### src/rtl/fetch_unit.sv
// fetch_unit: PC/IR holder, req/ack instruction fetch FSM, branch evaluation for the SISC control FSM.
// Latency: instr updates 2 posedges after ir_load is sampled with a 0-wait memory (+1 per wait cycle).
// Backpressure: holds imem_req/imem_addr until imem_ack; ir_load while busy is dropped, not queued.
// Optional macro FETCH_TIMEOUT_EN: abandon a fetch after TIMEOUT unacknowledged REQ cycles (sticky fetch_err).
module fetch_unit #(
  parameter int ADDR_W  = 16,
  parameter int INSTR_W = 32,
  parameter int TIMEOUT = 15
) (
  input  logic               clk,
  input  logic               rst_f,
  input  logic               pc_rst,
  input  logic               pc_write,
  input  logic               pc_sel,
  input  logic               br_sel,
  input  logic               ir_load,
  input  logic [3:0]         stat,
  output logic               imem_req,
  output logic [ADDR_W-1:0]  imem_addr,
  input  logic               imem_ack,
  input  logic [INSTR_W-1:0] imem_rdata,
  output logic [INSTR_W-1:0] instr,
  output logic [3:0]         opcode,
  output logic [3:0]         mm,
  output logic [15:0]        imm,
  output logic [ADDR_W-1:0]  pc,
  output logic               fetch_busy,
  output logic               br_taken,
  output logic               fetch_err
);

  // Field slicing below hard-codes a 32-bit instruction layout.
  if (INSTR_W != 32 || TIMEOUT < 1) begin : g_bad_cfg
    $error("fetch_unit: INSTR_W must be 32 and TIMEOUT >= 1");
  end

  typedef enum logic [1:0] {
    S_IDLE = 2'd0,
    S_REQ  = 2'd1,
    S_DONE = 2'd2
  } state_t;

  state_t              r_state;
  logic                r_imem_req;
  logic [ADDR_W-1:0]   r_imem_addr;
  logic [INSTR_W-1:0]  r_instr;
  logic [ADDR_W-1:0]   r_pc;
  logic                r_br_taken;

  logic                w_cond;
  logic [3:0]          w_flags;
  logic [ADDR_W-1:0]   w_imm_sx;
  logic [ADDR_W-1:0]   w_imm_zx;
  logic [ADDR_W-1:0]   w_target;
  logic [ADDR_W-1:0]   w_pc_inc;

`ifdef FETCH_TIMEOUT_EN
  localparam int CNT_W = $clog2(TIMEOUT + 1);
  localparam logic [CNT_W-1:0] TMO_LAST = CNT_W'(TIMEOUT - 1);
  logic [CNT_W-1:0]    r_tmo_cnt;
  logic                r_fetch_err;
`endif

  assign opcode     = r_instr[31:28];
  assign mm         = r_instr[27:24];
  assign imm        = r_instr[15:0];
  assign instr      = r_instr;
  assign pc         = r_pc;
  assign imem_req   = r_imem_req;
  assign imem_addr  = r_imem_addr;
  assign br_taken   = r_br_taken;
  assign fetch_busy = (r_state != S_IDLE);

`ifdef FETCH_TIMEOUT_EN
  assign fetch_err  = r_fetch_err;
`else
  assign fetch_err  = 1'b0;
`endif

  // Branch condition from current opcode: BRA/BRR take on any selected flag set, BNE/BNR on none set.
  always_comb begin
    w_cond  = 1'b0;
    w_flags = stat & mm;
    case (opcode)
      4'd4, 4'd5: w_cond = |w_flags;
      4'd6, 4'd7: w_cond = ~|w_flags;
      default:    w_cond = 1'b0;
    endcase
  end

  // Immediate extension to PC width (sign for relative, zero for absolute); truncates if ADDR_W < 16.
  always_comb begin
    w_imm_sx = '0;
    w_imm_zx = '0;
    for (int i = 0; i < ADDR_W; i++) begin
      if (i < 16) begin
        w_imm_sx[i] = imm[i];
        w_imm_zx[i] = imm[i];
      end else begin
        w_imm_sx[i] = imm[15];
        w_imm_zx[i] = 1'b0;
      end
    end
  end

  assign w_target = br_sel ? w_imm_zx : (r_pc + w_imm_sx);
  assign w_pc_inc = r_pc + {{(ADDR_W-1){1'b0}}, 1'b1};

  // PC and branch-taken flag: reset, then pc_rst, then pc_write; wraps modulo 2^ADDR_W.
  always_ff @(posedge clk) begin
    if (!rst_f) begin
      r_pc       <= '0;
      r_br_taken <= 1'b0;
    end else if (pc_rst) begin
      r_pc       <= '0;
      r_br_taken <= 1'b0;
    end else if (pc_write) begin
      if (!pc_sel) begin
        r_pc <= w_pc_inc;
      end else begin
        if (w_cond) r_pc <= w_target;
        r_br_taken <= w_cond;
      end
    end
  end

  // Fetch FSM with registered request/address and IR; address is latched at request so PC may move freely.
  always_ff @(posedge clk) begin
    if (!rst_f) begin
      r_state     <= S_IDLE;
      r_imem_req  <= 1'b0;
      r_imem_addr <= '0;
      r_instr     <= '0;
`ifdef FETCH_TIMEOUT_EN
      r_tmo_cnt   <= '0;
      r_fetch_err <= 1'b0;
`endif
    end else begin
`ifdef FETCH_TIMEOUT_EN
      // A timeout in this same cycle still sets the flag since it is assigned later.
      if (pc_rst) r_fetch_err <= 1'b0;
`endif
      case (r_state)
        S_IDLE: begin
          if (ir_load) begin
            r_imem_addr <= r_pc;
            r_imem_req  <= 1'b1;
            r_state     <= S_REQ;
`ifdef FETCH_TIMEOUT_EN
            r_tmo_cnt   <= '0;
`endif
          end
        end
        S_REQ: begin
          if (imem_ack) begin
            r_instr    <= imem_rdata;
            r_imem_req <= 1'b0;
            r_state    <= S_DONE;
          end
`ifdef FETCH_TIMEOUT_EN
          else if (r_tmo_cnt == TMO_LAST) begin
            r_instr     <= '0;
            r_fetch_err <= 1'b1;
            r_imem_req  <= 1'b0;
            r_state     <= S_DONE;
          end else begin
            r_tmo_cnt <= r_tmo_cnt + 1'b1;
          end
`endif
        end
        S_DONE: begin
          r_state <= S_IDLE;
        end
        default: begin
          r_state    <= S_IDLE;
          r_imem_req <= 1'b0;
        end
      endcase
    end
  end

endmodule

### config.mk
export PLATFORM = sky130hd
export DESIGN_NAME = fetch_unit
export DESIGN_NICKNAME = d
export VERILOG_FILES = /design/src/rtl/fetch_unit.sv
export SDC_FILE = /design/constraint.sdc
export NUM_CORES = 1
export LEC_CHECK = 0
export CORE_MARGIN = 2
export CORE_UTILIZATION = 35
export CTS_CLUSTER_DIAMETER = 120
export DETAILED_ROUTE_END_ITERATION = 16
export SKIP_LAST_GASP = 1
export SLEW_MARGIN = 25
export SYNTH_ARGS = -nofsm -noshare
export SYNTH_HDL_FRONTEND = slang
export SYNTH_SLANG_ARGS = --single-unit
### constraint.sdc
create_clock -name clk -period 3.1 [get_ports clk]
set_input_delay 0.31 -clock clk [delete_from_list [all_inputs] [get_ports clk]]
set_output_delay 0.31 -clock clk [all_outputs]
set_load 0.02 [all_outputs]
==> results.toml <==
[outcome]
status = "finished, final reports clean"

[worst_setup_path]
path_class = "reg -> reg"
worstPathBufferInverterCount = 0
crit_slowest_cell = "fa_1"
worstPathRequired_ns = 3.33
endpoint_kind = "flop"
cp_data_arrival_time_ns = 2.74
critPathLaunchType = "flop"
crit_chain = "ha_1 -> fa_1 -> a21oi_1 -> o211a_1 -> o21ai_2 -> o31ai_1 -> xnor2_1 -> nand3_1 -> a221oi_1"
slowest_delay_ns = 0.41
crit_family = "compound AO/OA/AOI/OAI gates"
crit_fanout = 8

[layout]
area_delta_synth_final_pct = 40.9
antenna_cells = 0
num-nets-final = 674
post-route-util_pct = 51.2
drive_above_1_share_pct = 6.47

[yosys]
yosysTopAreaCell = "dfxtp_1"
ys_seq_area_share_pct = 34.3
syn_area_um2 = 3970
yosysWarningCount = 0
yosys-top-cells-count = "121 x nand2_1, 68 x dfxtp_1, 47 x a21boi_0, 27 x a21oi_1, 25 x buf_4"
synth_cells = 506
synth_edf_count = 0
synth_nets = 567
synth_ff_type = "dfxtp_1"
synth.distinct_cells = 60
synth_most_common_cell = "nand2_1"
synth.area.top_cells = "dfxtp_1 34%, nand2_1 11%, a21boi_0 8.9%"
ys_ff_latch = 68
synthArstFlopShare_pct = 0
synth.avg_cell_area_um2 = 7.85
synth_top_area_share_pct = 34.3

[power]
cellLeakagePower_nw = 1.94
intPower_mw = 1.75
switchingPower_mw = 0.581
seqPwrFrac_pct = 39.5
combPwrFrac_pct = 13.7
vdd_drop_max_uv = 287
swShare_pct = 24.9
p_per_area_nw_per_um2 = 417
clockPowerShare_pct = 46.8

[sta]
rsz0062_at_grt = "false"
fin_crit_ns = 2.51
final.setup.tns_ns = 0
slew_viol_final = 0
setup_viol_count_final = 0
max_freq_ghz = 0.398
hold_viol = 0
relSlewSlack_pct = 55.0
worst_pin_slew_ns = 0.676
fin_worst_skew_ns = 0.00455
fin_crit_sh_pct = 81.1

[routing]
first_pass_iters = 4
wl_per_cell_um = 15.8
drtIter0Drc = 166
via_per_inst = 5.20
drc = 0
totalWireLength_um = 12000
ant_nets = 0
vias = 3940

[floorplan]
core_um2 = 10900
start_util_pct = 36.3
die_area_um2 = 12200
io_pins = 136
rows = 38
die_w_um = 111
die_height_um = 111

[global_route]
grt_max_degree = 52
antenna_found_initial = 1
grt.total_usage_pct = 19.4
grt_pass1_wl_um = 19700
grt_remaining_overflow = 0
grt_pass1_vias = 3805

[placed_design]
io_buffers = 134
dp_hpwl_um = 8660
gp_congestion = 0.870

[clocking]
cts_buffers = 9
cts_resized = 0
root_buffer = "clkbuf_16"
cts_buffer_depth = 2
cts_sinks = 68
clock_latency_ns = 0.33
postCtsSetupBuffers = 0
clkTransAtPathRegs_ns = 0.06
hold_buffers = 0
h-tree-depth = 3
cts_tree = "yes"

[hold_path]
worstHoldPathType = "reg -> reg"

[run]
cap_violations = 0
-- worst min-delay path, delay by kind of cell (launching register included) --
kind	cells	cell delay (ns)
and+or+nand+nor	1	0.05
AOI/OAI and AO/OA	1	0.05
DFF	1	0.31
-- flip-flops by register name (all words and copies together), names as in the netlist --
| register | cells |
|---|---|
| instr | 32 |
| imem_addr | 16 |
| pc | 16 |
| r_state | 2 |
| br_taken | 1 |
| imem_req | 1 |
-- per-layer routing --
metal | part of all wire (%) | global-route usage [%] | up-vias | routed length (um)
met5 | 0.11 | 0 | - | 13
met3 | 6.8 | 5.87 | 21 | 817
li1 | - | - | 1967 | -
met2 | 46 | 31.8 | 124 | 5530
met4 | 1.6 | 5.25 | 2 | 193
met1 | 45 | 24.9 | 1826 | 5420
-- power by group through the flow --
stage | Combinational, mW | Clock (mW) | Sequential [mW]
after floorplan | 0.158 | 0 | 0.959
after global placement | 0.319 | 0 | 0.940
after detailed placement | 0.321 | 0 | 0.940
after CTS | 0.323 | 1.12 | 0.921
after global routing | 0.346 | 1.16 | 0.925
final | 0.320 | 1.09 | 0.921
-- logic make-up after synthesis --
logic type,Yosys count,share of synthesized area (%)
mux,6,1.51
fa+ha+maj,17,5.54
xor+xnor,15,3.31
buf+inv,58,8.22
simple gates,198,22.8
compound gates,143,24.2
flops,68,34.3
other cells,1,0.0944
-- worst paths after layout --
kind                            slack, ns          from            to  cells after the start
worst max-delay path                 0.59         pc[0]        pc[10]                      9
worst min-delay path                 0.45  imem_addr[9]  imem_addr[9]                      2
worst max register to register       0.59         pc[0]        pc[10]                      9
worst min register to register       0.45  imem_addr[9]  imem_addr[9]                      2
-- cells in the final DEF (no fill, tap or decap), types with 8 or more instances in the layout --
| master | count |
|---|---|
| nand2_1 | 121 |
| o21ai_0 | 22 |
| clkbuf_16 | 9 |
| dfxtp_1 | 68 |
| clkdlybuf4s50_1 | 134 |
| inv_1 | 8 |
| buf_4 | 11 |
| xnor2_1 | 10 |
| nand3_1 | 15 |
| a21boi_0 | 47 |
| ha_1 | 16 |
| a21oi_1 | 27 |
| nor2_1 | 19 |
-- layout make-up --
cell class / count / area, um2
Clock inverter: 6 / 88.8
Fill cell: 1063 / 5340
Tap cell: 140 / 175
Timing Repair Buffer: 145 / 1420
Multi-Input combinational cell: 380 / 2290
Clock buffer: 10 / 229
Inverter: 9 / 33.8
Sequential cell: 68 / 1360
-- per-stage QoR --
stage	hold WS (ns)	worst slack, ns	total power [mW]	instances	instance area, um2
after floorplan	0.455	0.782	1.12	506	3970
after global routing	0.491	0.357	2.43	758	5600
after detailed placement	0.449	0.626	1.26	742	5280
after global placement	0.445	0.687	1.26	742	5280
final	0.452	0.586	2.33	758	5600
after CTS	0.457	0.606	2.37	758	5600
No activity file was read; power rests on OpenSTA's default activity.
